**src/rtl/alu_pipe_pkg.sv**
```systemverilog
// alu_pipe_pkg: shared opcode encoding, FSM states and constants for alu_pipe.
//   alu_op_e : 4-bit opcode; 0..7 are defined operations, 8..15 are illegal.
//   NUM_OPS  : number of defined opcodes.
//   state_e  : control FSM states (MUL only reachable with ALU_PIPE_MUL_EN).
package alu_pipe_pkg;

  typedef enum logic [3:0] {
    OP_ADD = 4'd0,
    OP_SUB = 4'd1,
    OP_AND = 4'd2,
    OP_LE  = 4'd3,
    OP_XOR = 4'd4,
    OP_OR  = 4'd5,
    OP_SLT = 4'd6,
    OP_MUL = 4'd7
  } alu_op_e;

  localparam int NUM_OPS = 8;

  typedef enum logic {
    ST_IDLE = 1'b0,
    ST_MUL  = 1'b1
  } state_e;

endpackage

```
**src/rtl/alu_pipe_if.sv**
```systemverilog
// alu_pipe_if: operation/result handshake bundle for alu_pipe.
//   Input channel : in_valid, in_ready, a, b, opcode.
//   Output channel: out_valid, out_ready, result, err, zero.
//   master modport: the issuing side (drives operations, consumes results).
//   slave  modport: the ALU itself.
interface alu_pipe_if #(
  parameter int WIDTH = 16
);
  logic             in_valid;
  logic             in_ready;
  logic [WIDTH-1:0] a;
  logic [WIDTH-1:0] b;
  logic [3:0]       opcode;
  logic             out_valid;
  logic             out_ready;
  logic [WIDTH-1:0] result;
  logic             err;
  logic             zero;

  modport master (
    output in_valid, a, b, opcode, out_ready,
    input  in_ready, out_valid, result, err, zero
  );

  modport slave (
    input  in_valid, a, b, opcode, out_ready,
    output in_ready, out_valid, result, err, zero
  );
endinterface

```
**src/rtl/alu_pipe_mul.sv**
```systemverilog
// alu_pipe_mul: iterative shift-add multiplier, one partial product per clock.
//   clk, rst : clock, synchronous active-high reset (aborts any operation).
//   start    : latch a/b and begin; ignored while busy.
//   a, b     : operands.
//   busy     : an operation is in progress.
//   done     : final step this cycle; product is valid while done is high.
//   product  : low WIDTH bits of a*b (combinational, includes the final step).
module alu_pipe_mul #(
  parameter int WIDTH = 16
) (
  input  logic             clk,
  input  logic             rst,
  input  logic             start,
  input  logic [WIDTH-1:0] a,
  input  logic [WIDTH-1:0] b,
  output logic             busy,
  output logic             done,
  output logic [WIDTH-1:0] product
);
  localparam int CW = (WIDTH > 1) ? $clog2(WIDTH) : 1;

  logic [WIDTH-1:0] ma, mb, acc, acc_nxt;
  logic [CW-1:0]    cnt;

  // ma walks left, mb walks right: bit 0 of mb gates the current partial product.
  assign acc_nxt = acc + (mb[0] ? ma : '0);
  assign done    = busy && (cnt == CW'(WIDTH-1));
  // Exposing acc_nxt lets the caller capture on the last step with no extra cycle.
  assign product = acc_nxt;

  always_ff @(posedge clk) begin
    if (rst) begin
      busy <= 1'b0;
      cnt  <= '0;
      acc  <= '0;
      ma   <= '0;
      mb   <= '0;
    end else if (busy) begin
      acc <= acc_nxt;
      ma  <= ma << 1;
      mb  <= mb >> 1;
      cnt <= done ? '0 : cnt + CW'(1);
      if (done) busy <= 1'b0;
    end else if (start) begin
      ma   <= a;
      mb   <= b;
      acc  <= '0;
      cnt  <= '0;
      busy <= 1'b1;
    end
  end
endmodule

```
**src/rtl/alu_pipe.sv**
```systemverilog
// alu_pipe: handshaked ALU between operand issue and writeback.
//   clk, rst : clock, synchronous active-high reset.
//   bus      : alu_pipe_if.slave -- valid/ready operation in, valid/ready
//              result out with err (illegal/disabled opcode) and zero flags.
// Single-cycle ops register their result the cycle after transfer and can
// stream one per clock. With ALU_PIPE_MUL_EN defined, opcode 7 runs through
// alu_pipe_mul for WIDTH steps; otherwise opcode 7 is reported as illegal.
module alu_pipe
  import alu_pipe_pkg::*;
#(
  parameter int WIDTH = 16
) (
  input  logic      clk,
  input  logic      rst,
  alu_pipe_if.slave bus
);
  state_e           state_q, state_d;
  alu_op_e          op;
  logic             in_ready, in_fire, out_fire;
  logic             is_mul, mul_busy, mul_done;
  logic [WIDTH-1:0] mul_prod;
  logic [WIDTH-1:0] alu_res;
  logic             alu_err;
  logic             vld_q, err_q, zero_q;
  logic [WIDTH-1:0] res_q;

  assign op       = alu_op_e'(bus.opcode);
  assign in_fire  = bus.in_valid && in_ready;
  assign out_fire = vld_q && bus.out_ready;

`ifdef ALU_PIPE_MUL_EN
  logic mul_start;
  assign is_mul    = (op == OP_MUL);
  assign mul_start = in_fire && is_mul;

  alu_pipe_mul #(.WIDTH(WIDTH)) u_mul (
    .clk     (clk),
    .rst     (rst),
    .start   (mul_start),
    .a       (bus.a),
    .b       (bus.b),
    .busy    (mul_busy),
    .done    (mul_done),
    .product (mul_prod)
  );
`else
  assign is_mul   = 1'b0;
  assign mul_busy = 1'b0;
  assign mul_done = 1'b0;
  assign mul_prod = '0;
`endif

  // Single-cycle decode. OP_MUL lands here only when the multiplier is absent
  // (when present, MUL results come from u_mul and this path is not loaded).
  always_comb begin
    alu_res = '0;
    alu_err = 1'b0;
    case (op)
      OP_ADD:  alu_res = bus.a + bus.b;
      OP_SUB:  alu_res = bus.a - bus.b;
      OP_AND:  alu_res = bus.a & bus.b;
      OP_LE:   alu_res = {{(WIDTH-1){1'b0}}, (bus.a <= bus.b)};
      OP_XOR:  alu_res = bus.a ^ bus.b;
      OP_OR:   alu_res = bus.a | bus.b;
      OP_SLT:  alu_res = {{(WIDTH-1){1'b0}}, ($signed(bus.a) < $signed(bus.b))};
      default: alu_err = 1'b1;
    endcase
  end

  always_ff @(posedge clk) begin
    if (rst) state_q <= ST_IDLE;
    else     state_q <= state_d;
  end

  // in_ready depends only on state and out_ready (plus our own registered
  // valid), so the consumer can drain and we accept in the same cycle.
  always_comb begin
    state_d  = state_q;
    in_ready = 1'b0;
    case (state_q)
      ST_IDLE: begin
        in_ready = !mul_busy && (!vld_q || bus.out_ready);
        if (bus.in_valid && in_ready && is_mul) state_d = ST_MUL;
      end
      ST_MUL:  if (mul_done) state_d = ST_IDLE;
      default: state_d = ST_IDLE;
    endcase
  end

  // A MUL is only accepted when the output slot is free or draining, so the
  // slot is always empty by the time mul_done fires.
  always_ff @(posedge clk) begin
    if (rst) begin
      vld_q  <= 1'b0;
      res_q  <= '0;
      err_q  <= 1'b0;
      zero_q <= 1'b0;
    end else if (mul_done) begin
      vld_q  <= 1'b1;
      res_q  <= mul_prod;
      err_q  <= 1'b0;
      zero_q <= (mul_prod == '0);
    end else if (in_fire && !is_mul) begin
      vld_q  <= 1'b1;
      res_q  <= alu_res;
      err_q  <= alu_err;
      zero_q <= (alu_res == '0);
    end else if (out_fire) begin
      vld_q  <= 1'b0;
    end
  end

  assign bus.in_ready  = in_ready;
  assign bus.out_valid = vld_q;
  assign bus.result    = res_q;
  assign bus.err       = err_q;
  assign bus.zero      = zero_q;
endmodule

```
**src/flat_wrapper.sv**
```systemverilog
// flat-port wrapper written by rule: the top's interface ports become plain ports
module alu_pipe_flat import alu_pipe_pkg::*;
#(
  parameter int WIDTH = 16
)
  (clk, rst, bus_in_valid, bus_a, bus_b, bus_opcode, bus_out_ready, bus_in_ready, bus_out_valid, bus_result, bus_err, bus_zero);
  alu_pipe_if #(.WIDTH(WIDTH)) bus_i ();
  input  logic clk;
  input  logic rst;
  input wire logic [$bits(bus_i.in_valid)-1:0] bus_in_valid;
  input wire logic [$bits(bus_i.a)-1:0] bus_a;
  input wire logic [$bits(bus_i.b)-1:0] bus_b;
  input wire logic [$bits(bus_i.opcode)-1:0] bus_opcode;
  input wire logic [$bits(bus_i.out_ready)-1:0] bus_out_ready;
  output wire logic [$bits(bus_i.in_ready)-1:0] bus_in_ready;
  output wire logic [$bits(bus_i.out_valid)-1:0] bus_out_valid;
  output wire logic [$bits(bus_i.result)-1:0] bus_result;
  output wire logic [$bits(bus_i.err)-1:0] bus_err;
  output wire logic [$bits(bus_i.zero)-1:0] bus_zero;
  assign bus_i.in_valid = bus_in_valid;
  assign bus_i.a = bus_a;
  assign bus_i.b = bus_b;
  assign bus_i.opcode = bus_opcode;
  assign bus_i.out_ready = bus_out_ready;
  assign bus_in_ready = bus_i.in_ready;
  assign bus_out_valid = bus_i.out_valid;
  assign bus_result = bus_i.result;
  assign bus_err = bus_i.err;
  assign bus_zero = bus_i.zero;
  alu_pipe #(.WIDTH(WIDTH)) u_core (.clk(clk), .rst(rst), .bus(bus_i));
endmodule
```
**config.mk**
```make
export PLATFORM = sky130hd
export DESIGN_NAME = alu_pipe_flat
export DESIGN_NICKNAME = d
export VERILOG_FILES = /design/src/rtl/alu_pipe_pkg.sv /design/src/rtl/alu_pipe_if.sv /design/src/rtl/alu_pipe_mul.sv /design/src/rtl/alu_pipe.sv /design/src/flat_wrapper.sv
export SDC_FILE = /design/constraint.sdc
export NUM_CORES = 1
export LEC_CHECK = 0
export ABC_AREA = 1
export CAP_MARGIN = 15
export CORE_MARGIN = 4
export CORE_UTILIZATION = 55
export CTS_CLUSTER_SIZE = 24
export DETAILED_ROUTE_END_ITERATION = 8
export PLACE_DENSITY_LB_ADDON = 0.2
export SYNTH_ARGS = -nofsm -noshare
export SYNTH_HDL_FRONTEND = slang
export SYNTH_HIERARCHICAL = 1
export SYNTH_SLANG_ARGS = --single-unit
```
**constraint.sdc**
```tcl
create_clock -name clk -period 2.5 [get_ports clk]
set_input_delay 0.5 -clock clk [delete_from_list [all_inputs] [get_ports clk]]
set_output_delay 0.5 -clock clk [all_outputs]
set_load 0.01 [all_outputs]
```
==> flow_metrics.tcl, run 1 <==
set metrics [dict create \
    syn_inst 640 \
    failing_step "5_1_grt" \
    routabilityCongestion 0.975 \
    error "[ERROR DPL-0038] Utilization greater than 100%, impossible to legalize" \
    io_pins 60 \
    numPortBuffers 59 \
    place_area_um2 5080 \
    cts_hold_buf 0 \
    syn_area_per_cell_um2 5.49 \
    dpl.hpwl_um 12200 \
    tritoncts_num_sinks 19 \
    die_w_um 87.9 \
    root_buffer "clkbuf_8" \
    yosys.area.top_type_share 0.203 \
    syn_area_um2 3510 \
    yosysWarnings 6 \
    rows 28 \
    status "did not finish" \
    cts-buffers-inserted 3 \
    synth_fp_nets 734 \
    post-place-ws_ns -0.732 \
    grt_max_degree 30 \
    endpoint_type "register input" \
    yosysTopAreaCell "nand2_1" \
    clockBufferDepth 2 \
    die_height_um 87.9 \
    synthTopCellsByArea "nand2_1 20%, ha_1 19%, inv_1 14%" \
    synth.distinct_cells 30 \
    dp_cells 886 \
    ys_seq_area_frac 0.108 \
    crit_endpoint "u_core/bus.zero$_SDFFE_PP0P_/D" \
    start_util 0.580 \
    cts-htree-levels 1 \
    ys_ff_latch 19 \
]
## timing repair
item / in CTS
pin swaps: 37
endpoints found under the setup margin: 15
gates resized for setup: 117
setup buffers: 14
## logic make-up after synthesis
kind of cell,after synthesis,share of synthesized area
adders and majority gates,54,0.197
AOI/OAI and AO/OA,81,0.141
and+or+nand+nor,337,0.386
buffers and inverters,148,0.165
xor gates and xnor gates,1,0.00249
DFF,19,0.108
## cells in the mapped netlist (all sizes together)
cell,count
dfxtp,19
o21ai,15
nand2,192
fa,2
nand4,6
nand3b,2
o22ai,8
xor2,1
inv,133
ha,52
nor2,86
nor3,2
a31oi,1
a21oi,33
a221oi,4
o21bai,5
nand3,48
clkbuf,4
o31ai,1
a21boi,1
buf,11
o211a,1
o211ai,12
or2,1
## stage by stage
| step | utilization | setup TNS (ns) | hold slack [ns] |
|---|---|---|---|
| after detailed placement | 0.839 | -7.14 | 0.478 |
| after CTS | 0.918 | -0.00258 | 0.490 |
| after global placement | 0.839 | -4.38 | 0.464 |
| after floorplan | - | 0 | 0.484 |
==> run 2: changes to the inputs <==
--- a/config.mk
+++ b/config.mk
@@ -8,10 +8,9 @@
 export ABC_AREA = 1
 export CAP_MARGIN = 15
 export CORE_MARGIN = 4
-export CORE_UTILIZATION = 55
-export CTS_CLUSTER_SIZE = 24
+export CORE_UTILIZATION = 40
 export DETAILED_ROUTE_END_ITERATION = 8
-export PLACE_DENSITY_LB_ADDON = 0.2
+export PLACE_DENSITY_LB_ADDON = 0.15
 export SYNTH_ARGS = -nofsm -noshare
 export SYNTH_HDL_FRONTEND = slang
 export SYNTH_HIERARCHICAL = 1
==> run 2 against run 1 <==
  * Synthesized cell count unchanged
  * The run now ends clean
  * Area after synthesis unchanged
==> flow_metrics.tcl, run 2 <==
set metrics [dict create \
    syn_area_per_cell_um2 5.49 \
    crit_required_ns 2.70 \
    die-area_um2 10300 \
    finalWorstSetupSlack_ns 0.119 \
    crit_top_cell "buf_4" \
    synth_xor_area_frac 0.00249 \
    ys_ff_latch 19 \
    powerDensity_nw_per_um2 287 \
    maxCapViolCount 0 \
    rows 33 \
    fin_crit_ns 2.38 \
    overflow 0 \
    grt_max_degree 30 \
    hp-class "reg -> reg" \
    syn_area_um2 3510 \
    yosysTopAreaCell "nand2_1" \
    end_kind "flop" \
    largest_reg_flops 16 \
    drv_slew 0 \
    finalInstanceArea_um2 5810 \
    place_area_um2 5100 \
    seq_area_um2 380 \
    cts_tree "yes" \
    clockBufferDepth 2 \
    numPortBuffers 59 \
    ys.flop_type "dfxtp_1" \
    post-place-ws_ns -0.579 \
    worstSkewPairLatency_ns 0.26 \
    syn_inst 640 \
    final_cell_mix "161 x nand2_1, 136 x buf_4, 92 x inv_1" \
    fin_skew_ns 0.00418 \
    ys_seq_area_frac 0.108 \
    slew_headroom 0.719 \
    tightest_slew_ns 0.421 \
    io_pins 60 \
    hold_viol_final 0 \
    critPathSlowestCell "clkdlybuf4s50_1" \
    post_drt_wl_per_cell_um 14.7 \
    drive_gt1_frac 0.353 \
    cts.clk_slew.worst_paths_ns 0.07 \
    crit_arrival_ns 2.58 \
    vias 4647 \
    ys_top_cells_by_count "190 x nand2_1, 128 x inv_1, 86 x nor2_1, 52 x ha_1, 48 x nand3_1" \
    routabilityCongestion 0.934 \
    setup.worst_path.class "in -> reg" \
    yosysWarnings 6 \
    coreArea_um2 8380 \
    num_antenna_cells 0 \
    cts-htree-levels 1 \
    multi_input_area_um2 3080 \
    synth-edff-count 0 \
    status "finished, final reports clean" \
    die_height_um 102 \
    synthAdderAreaFrac 0.197 \
    ant_nets 0 \
    area_growth_pct 65.4 \
    finalCritPeriodShare 0.952 \
    tritoncts_num_sinks 19 \
    synth.distinct_cells 30 \
    root_buffer "clkbuf_8" \
    drc 0 \
    initialDrtViolationCount 240 \
    start_kind "input port" \
    yosysMostFrequentCell "nand2_1" \
    power.leakage_nw 3.28 \
    path_max_fanout 5 \
    synthArstFlopShare 0 \
    synth_top_family_by_area "simple AND/OR/NAND/NOR gates" \
    ir_drop_mv 0.227 \
    drt_wl_total_um 13700 \
    grt_antenna_before_repair 0 \
    track_usage 0.260 \
    synth_mux_area_frac 0 \
    layout_commonest_cell "nand2_1" \
    cts-buffers-inserted 3 \
    dpl.hpwl_um 11300 \
    grt_pass1_wl_um 21300 \
    drt_pass1_iterations 5 \
    synth_compound_area_frac 0.141 \
    synthTopCellsByArea "nand2_1 20%, ha_1 19%, inv_1 14%" \
    finalSetupViolations 0 \
    grt_pass1_vias 4603 \
    path_cells "clkdlybuf4s50_1, inv_1, buf_4, nand2_1, nor2_1, buf_4, buf_4, a21oi_1, a21oi_1, nor2_1, buf_4, nand3_1, nor2_2, nand3_2, a21oi_2" \
    fillers 784 \
    synth_fp_nets 734 \
    fin_nets 922 \
    timing.fmax_mhz 420 \
    yosys.area.top_type_share 0.203 \
    die_w_um 102 \
    synthSimpleGateAreaFrac 0.386 \
    vias_per_cell 4.99 \
    max_stage_delay_ns 0.53 \
    start_util 0.419 \
]
==> run 2: per-layer routing <==
metal	vias up	share of wire	track usage
met5	-	0	0
li1	2351	-	-
met4	0	0.043	0.0992
met3	42	0.053	0.0220
met1	2111	0.42	0.319
met2	143	0.48	0.466
==> run 2: final timing paths <==
path / slack, ns / cells after the start / to / from
max: 0.12 / 15 / u_core/bus.zero$_SDFFE_PP0P_ / bus_opcode[1]
min: 0.50 / 2 / u_core/bus.result[4]$_SDFFE_PP0P_ / u_core/bus.result[4]$_SDFFE_PP0P_
max reg2reg: 0.97 / 11 / u_core/bus.zero$_SDFFE_PP0P_ / u_core/bus.out_valid$_SDFFE_PP0P_
min reg2reg: 0.50 / 2 / u_core/bus.result[4]$_SDFFE_PP0P_ / u_core/bus.result[4]$_SDFFE_PP0P_
==> run 2: timing repair <==
item,in CTS,in global routing
hold buffers,0,0
cloned,0,0
pin swaps,32,59
buffers inserted,7,8
setup endpoints to repair,12,9
resized for setup,98,105
==> run 2: cell type report <==
| class | count | area share |
|---|---|---|
| Multi-Input combinational cell | 473 | 0.530 |
| Timing Repair Buffer | 198 | 0.287 |
| Inverter | 133 | 0.0863 |
| Sequential cell | 19 | 0.0655 |
| Tap cell | 105 | 0.0226 |
| Clock buffer | 4 | 0.00775 |
==> run 2: kinds of logic after synthesis <==
group / count (synthesis)
flops: 19
simple gates: 337
fa+ha+maj: 54
xor+xnor: 1
buf+inv: 148
compound gates: 81
==> run 2: critical path: cells and delay by family <==
family | cells | cell delay, ns
AOI/OAI and AO/OA | 3 | 0.34
and+or+nand+nor | 6 | 0.53
buffers and inverters | 6 | 1.19
==> run 2: power by group <==
group	internal, W	switching [W]
Combinational	0.000527	0.000585
Clock	0.000113	0.000104
Sequential	0.000326	0.0000122
==> run 2: through the flow <==
step	util	hold WS (ns)	instances	TNS (ns)	total power, W
after floorplan	-	0.484	640	0	0.000794
after global placement	0.608	0.478	913	-4.92	0.00124
after detailed placement	0.608	0.481	913	-5.56	0.00126
after CTS	0.657	0.497	924	0	0.00158
after global routing	0.693	0.522	932	-0.00167	0.00179
final	0.693	0.503	932	0	0.00167
(Power assumes the default switching activity.)
